--- config.mk ---
export PLATFORM = sky130hd
export DESIGN_NAME = mux_arb_flat
export DESIGN_NICKNAME = d
export VERILOG_FILES = /design/src/rtl/mux_arb_if.sv /design/src/rtl/mux_arb.sv /design/src/flat_wrapper.sv
export SDC_FILE = /design/constraint.sdc
export NUM_CORES = 1
export LEC_CHECK = 0
export ABC_AREA = 1
export BUFFER_PORTS_ARGS = -buffer_cell sky130_fd_sc_hd__buf_2
export CAP_MARGIN = 20
export CORE_UTILIZATION = 40
export CTS_CLUSTER_DIAMETER = 120
export DETAILED_ROUTE_END_ITERATION = 12
export HOLD_SLACK_MARGIN = 0.03
export PLACE_DENSITY = 0.86
export SYNTH_ARGS = -nofsm -noshare
export SYNTH_HDL_FRONTEND = slang
export SYNTH_SLANG_ARGS = --single-unit
export TNS_END_PERCENT = 30
--- constraint.sdc ---
create_clock -name clk -period 1.7 [get_ports clk]
set_clock_uncertainty 0.1 [all_clocks]
set_input_delay 0.085 -clock clk [delete_from_list [all_inputs] [get_ports clk]]
set_output_delay 0.085 -clock clk [all_outputs]
set_load 0.02 [all_outputs]
--- src/rtl/mux_arb_if.sv ---
// Bundle between N producer channels, the arbitrating mux and its single consumer.
// The mux side uses the slave modport; the driving environment uses master.
interface mux_arb_if #(
  parameter int unsigned WIDTH = 32,
  parameter int unsigned N     = 4
);
  localparam int unsigned SELW = (N > 1) ? $clog2(N) : 1;

  logic [N*WIDTH-1:0] in_data;
  logic [N-1:0]       in_valid;
  logic [N-1:0]       in_ready;
  logic [SELW-1:0]    sel;
  logic [WIDTH-1:0]   out_data;
  logic               out_valid;
  logic               out_ready;
  logic [SELW-1:0]    out_sel;

  modport master (
    output in_data, in_valid, sel, out_ready,
    input  in_ready, out_data, out_valid, out_sel
  );

  modport slave (
    input  in_data, in_valid, sel, out_ready,
    output in_ready, out_data, out_valid, out_sel
  );
endinterface

--- src/rtl/mux_arb.sv ---
// N-channel arbitrating mux with one registered valid/ready output stage.
// MODE 0: fixed priority (lowest index), 1: round-robin, 2: explicit select.
module mux_arb #(
  parameter int unsigned WIDTH = 32,
  parameter int unsigned N     = 4,
  parameter int unsigned MODE  = 0
) (
  input logic      clk,
  input logic      rst,
  mux_arb_if.slave bus
);
  localparam int unsigned SELW = (N > 1) ? $clog2(N) : 1;

  logic [N-1:0]     eligible_c;
  logic [N-1:0]     above_c;
  logic [N-1:0]     masked_c;
  logic [N-1:0]     pick_c;
  logic [N-1:0]     ready_c;
  logic [SELW-1:0]  grant_c;
  logic             grant_any_c;
  logic             load_en_c;
  logic [WIDTH-1:0] grant_data_c;

  logic [WIDTH-1:0] out_data_r;
  logic [SELW-1:0]  out_sel_r;
  logic             out_valid_r;
  logic [SELW-1:0]  rr_ptr;

  assign load_en_c = !out_valid_r || bus.out_ready;

  // Eligible set: every valid channel, or only the selected one in MODE 2.
  always_comb begin
    eligible_c = bus.in_valid;
    if (MODE == 2) begin
      for (int i = 0; i < int'(N); i++) begin
        eligible_c[i] = bus.in_valid[i] && (bus.sel == SELW'(i));
      end
    end
  end

  // Round-robin as a two-pass priority pick: channels at or above rr_ptr first,
  // then wrap to the full eligible set.
  always_comb begin
    for (int i = 0; i < int'(N); i++) begin
      above_c[i] = (SELW'(i) >= rr_ptr);
    end
    masked_c = eligible_c & above_c;
    pick_c   = ((MODE == 1) && (masked_c != '0)) ? masked_c : eligible_c;
  end

  always_comb begin
    grant_c = '0;
    for (int i = int'(N) - 1; i >= 0; i--) begin
      if (pick_c[i]) grant_c = SELW'(i);
    end
  end

  assign grant_any_c = |eligible_c;

  // in_ready never depends on in_data; the data mux only feeds the register.
  always_comb begin
    ready_c      = '0;
    grant_data_c = '0;
    for (int i = 0; i < int'(N); i++) begin
      if (grant_c == SELW'(i)) begin
        ready_c[i]   = load_en_c && grant_any_c && !rst;
        grant_data_c = bus.in_data[i*WIDTH +: WIDTH];
      end
    end
  end

  always_ff @(posedge clk) begin
    if (rst) begin
      out_valid_r <= 1'b0;
      out_data_r  <= '0;
      out_sel_r   <= '0;
      rr_ptr      <= '0;
    end else if (load_en_c) begin
      out_valid_r <= grant_any_c;
      if (grant_any_c) begin
        out_data_r <= grant_data_c;
        out_sel_r  <= grant_c;
        if (MODE == 1) begin
          rr_ptr <= (grant_c == SELW'(N - 1)) ? '0 : grant_c + SELW'(1);
        end
      end
    end
  end

  assign bus.in_ready  = ready_c;
  assign bus.out_data  = out_data_r;
  assign bus.out_sel   = out_sel_r;
  assign bus.out_valid = out_valid_r;
endmodule

--- src/flat_wrapper.sv ---
// flat-port wrapper written by rule: the top's interface ports become plain ports
module mux_arb_flat 
#(
  parameter int unsigned WIDTH = 32,
  parameter int unsigned N     = 4,
  parameter int unsigned MODE  = 0
)
  (clk, rst, bus_in_data, bus_in_valid, bus_sel, bus_out_ready, bus_in_ready, bus_out_data, bus_out_valid, bus_out_sel);
  mux_arb_if #(.WIDTH(WIDTH), .N(N)) bus_i ();
  input logic clk;
  input logic rst;
  input wire logic [$bits(bus_i.in_data)-1:0] bus_in_data;
  input wire logic [$bits(bus_i.in_valid)-1:0] bus_in_valid;
  input wire logic [$bits(bus_i.sel)-1:0] bus_sel;
  input wire logic [$bits(bus_i.out_ready)-1:0] bus_out_ready;
  output wire logic [$bits(bus_i.in_ready)-1:0] bus_in_ready;
  output wire logic [$bits(bus_i.out_data)-1:0] bus_out_data;
  output wire logic [$bits(bus_i.out_valid)-1:0] bus_out_valid;
  output wire logic [$bits(bus_i.out_sel)-1:0] bus_out_sel;
  assign bus_i.in_data = bus_in_data;
  assign bus_i.in_valid = bus_in_valid;
  assign bus_i.sel = bus_sel;
  assign bus_i.out_ready = bus_out_ready;
  assign bus_in_ready = bus_i.in_ready;
  assign bus_out_data = bus_i.out_data;
  assign bus_out_valid = bus_i.out_valid;
  assign bus_out_sel = bus_i.out_sel;
  mux_arb #(.WIDTH(WIDTH), .N(N), .MODE(MODE)) u_core (.clk(clk), .rst(rst), .bus(bus_i));
endmodule
==> results.toml <==
[outcome]
status = "finished, final reports clean"

[sta]
clock.fmax_ghz = 0.605
period_minus_slack_ps = 1650
grt_setup_unrepaired = "true"
tightest_slew_ps = 405
tns_ps = 0
slew_viol_final = 0
min_period_over_period_pct = 97.2
max_slew_margin_pct = 73.0
setup_viol = 0
final.setup.worst_slack_ps = 47.0
hold_violations = 0

[floorplan]
die_h_um = 80.4
die_w_um = 80.4
core_sq_um = 5920
dieArea_sq_um = 6460
initial_core_util_pct = 41.5
rows = 28
io_pins = 176

[finish]
final_cell_mix = "buf_2 (172), nand2_1 (81), nand3_1 (79)"
n_antenna_cell = 0
finalNetCount = 727
drive_above_1_share_pct = 35.9
mostFrequentLayoutCell = "buf_2"
utilization_pct = 61.4
area_delta_synth_final_pct = 47.9

[routing]
maxUsedRoutingLayer = "met4"
vias_per_cell = 5.04
drcViolationCount = 0
wl_met2_um = 4210
drt_wl_total_um = 8350
wl_per_cell_um = 12.5
drtIter0Drc = 164
wl_met3_um = 724
num_vias = 3354
first_pass_iters = 5
ant_nets = 0
m1WireLength_um = 3350

[power_and_ir_drop]
p_per_area_nw_per_um2 = 704
clockPowerShare_pct = 30.5
swShare_pct = 32.5
p_int_mw = 1.73
switchingPower_mw = 0.831
power_leakage_nw = 2.02
pwr-share-seq_pct = 36.7
p_comb_share_pct = 32.8
irDropWorstVdd_v = 0.000363
p_total_mw = 2.56

[clock_tree]
cts.sinks = 35
cts_tree = "built"
cts_max_path_buffers = 2
cts_max_level = 2
cts_root_buf = "clkbuf_8"
cts_made_buffers = 5
clk_latency_ps = 280
clk_pin_slew_worst_paths_ps = 70

[global_route]
grt_usage_pct = 25.2
first_global_vias = 2910
grt_max_degree = 43
antenna_found_initial = 0
grt_overflow_total = 0
grt_first_pass_wirelength_um = 12700

[worst_setup_path]
path_max_fanout = 23
cpPeakStageDelay_ps = 310
path_class = "reg2out"
crit_buf_inv = 3
required_ps = 1510
worstPathArrival_ps = 1470
startpoint_type = "flop"
cp_slowest_cell = "dfxtp_1"
end_kind = "output pin"
critPathTopFamily = "buffers and inverters"
path_cells = "inv_1 -> nor2_1 -> a21oi_2 -> buf_12 -> nand2_2 -> nor3_1 -> buf_2"

[placement]
portBuffers = 173
dp_hpwl_um = 6190
place_congestion = 0.793
place_ws_ps = 216

[yosys]
synth_cell_types = 25
syn_avg_cell_area_sq_um = 5.94
synth_area_sq_um = 2460
synth-seq-cells = 35
ys_warn_count = 0
syn-instance-count = 414
syn_nets = 551
synth-seq-area-share_pct = 28.5

[min_path]
hold_path_class = "in2reg"

[job]
max_cap_violations = 0
[synthesized netlist by cell type, drive strengths merged]
library cell,count,share of area (%)
nor2,70,12
nand4,15,3.8
nor3,4,1.0
clkbuf,10,1.5
nand3,80,16
inv,41,6.4
a21oi,17,3.6
nand2,85,14
buf,20,5.5
a211oi,1,0.31
o21ai,36,7.5
dfxtp,35,29
[layout make-up]
type	count	area, sq um
Clock inverter	2	35.0
Fill cell	578	2290
Clock buffer	6	82.6
Multi-Input combinational cell	308	1450
Tap cell	75	93.8
Timing Repair Buffer	199	1110
Sequential cell	35	701
Inverter	41	156
[power groups by stage]
stage,clock network (mW),logic [mW],registers (mW)
after floorplan,0,0.377,1.05
after global placement,0,0.793,0.955
after detailed placement,0,0.810,0.957
after CTS,0.805,0.835,0.938
after global routing,0.844,0.929,0.947
final,0.781,0.840,0.939
[cell families after synthesis]
kind of cell | share of synthesized area [%]
AO/OA/AOI/OAI | 11.4
AND/OR/NAND/NOR | 46.7
buffers and inverters | 13.4
flip-flops | 28.5
[state kept, by name, indices dropped and copies added, names as in the netlist]
| signal | cells |
|---|---|
| u_core.bus.out_valid | 1 |
| u_core.bus.out_sel | 2 |
| u_core.bus.out_data | 32 |
[worst register-to-register path, cell delays in order, from the launching register on]
cell and delay [ps]:
dfxtp_1 320, inv_1 40, nor2_1 140, a21oi_2 70, buf_4 150, inv_2 170, buf_12 190, nand2_1 70
a21oi_1 150
[metal layers]
metal | GRT usage, % | up-vias
met2 | 48.4 | 163
met3 | 5.45 | 6
met1 | 27.5 | 1489
met5 | 0 | -
li1 | - | 1696
met4 | 6.25 | 0
[worst paths after layout]
check / cells past startpoint / slack, ps / endpoint / from
max: 7 / 50 / bus_in_ready[1] / u_core.bus.out_valid
min: 5 / 40 / u_core.bus.out_data[22] / bus_in_data[86]
max reg2reg: 8 / 230 / u_core.bus.out_data[9] / u_core.bus.out_valid
min reg2reg: 2 / 360 / u_core.bus.out_sel[1] / u_core.bus.out_sel[1]
[per-stage QoR]
| stage | cell area (sq um) | instances | hold slack, ps |
|---|---|---|---|
| 3_3_place_gp | 3390 | 647 | 308 |
| 6_report | 3630 | 666 | 36.5 |
| 2_1_floorplan | 2460 | 414 | 201 |
| 5_1_grt | 3630 | 666 | 52.5 |
| 3_5_place_dp | 3390 | 647 | 307 |
| 4_1_cts | 3610 | 666 | 30.9 |
[repair_timing]
action | 4_1_cts | 5_1_grt
endpoints found under the hold margin | 9 | 0
setup buffers | 1 | 0
hold buffers | 10 | 0
endpoints found under the setup margin | 3 | 4
resized for setup | 0 | 4
No activity file was read; power rests on OpenSTA's default activity.
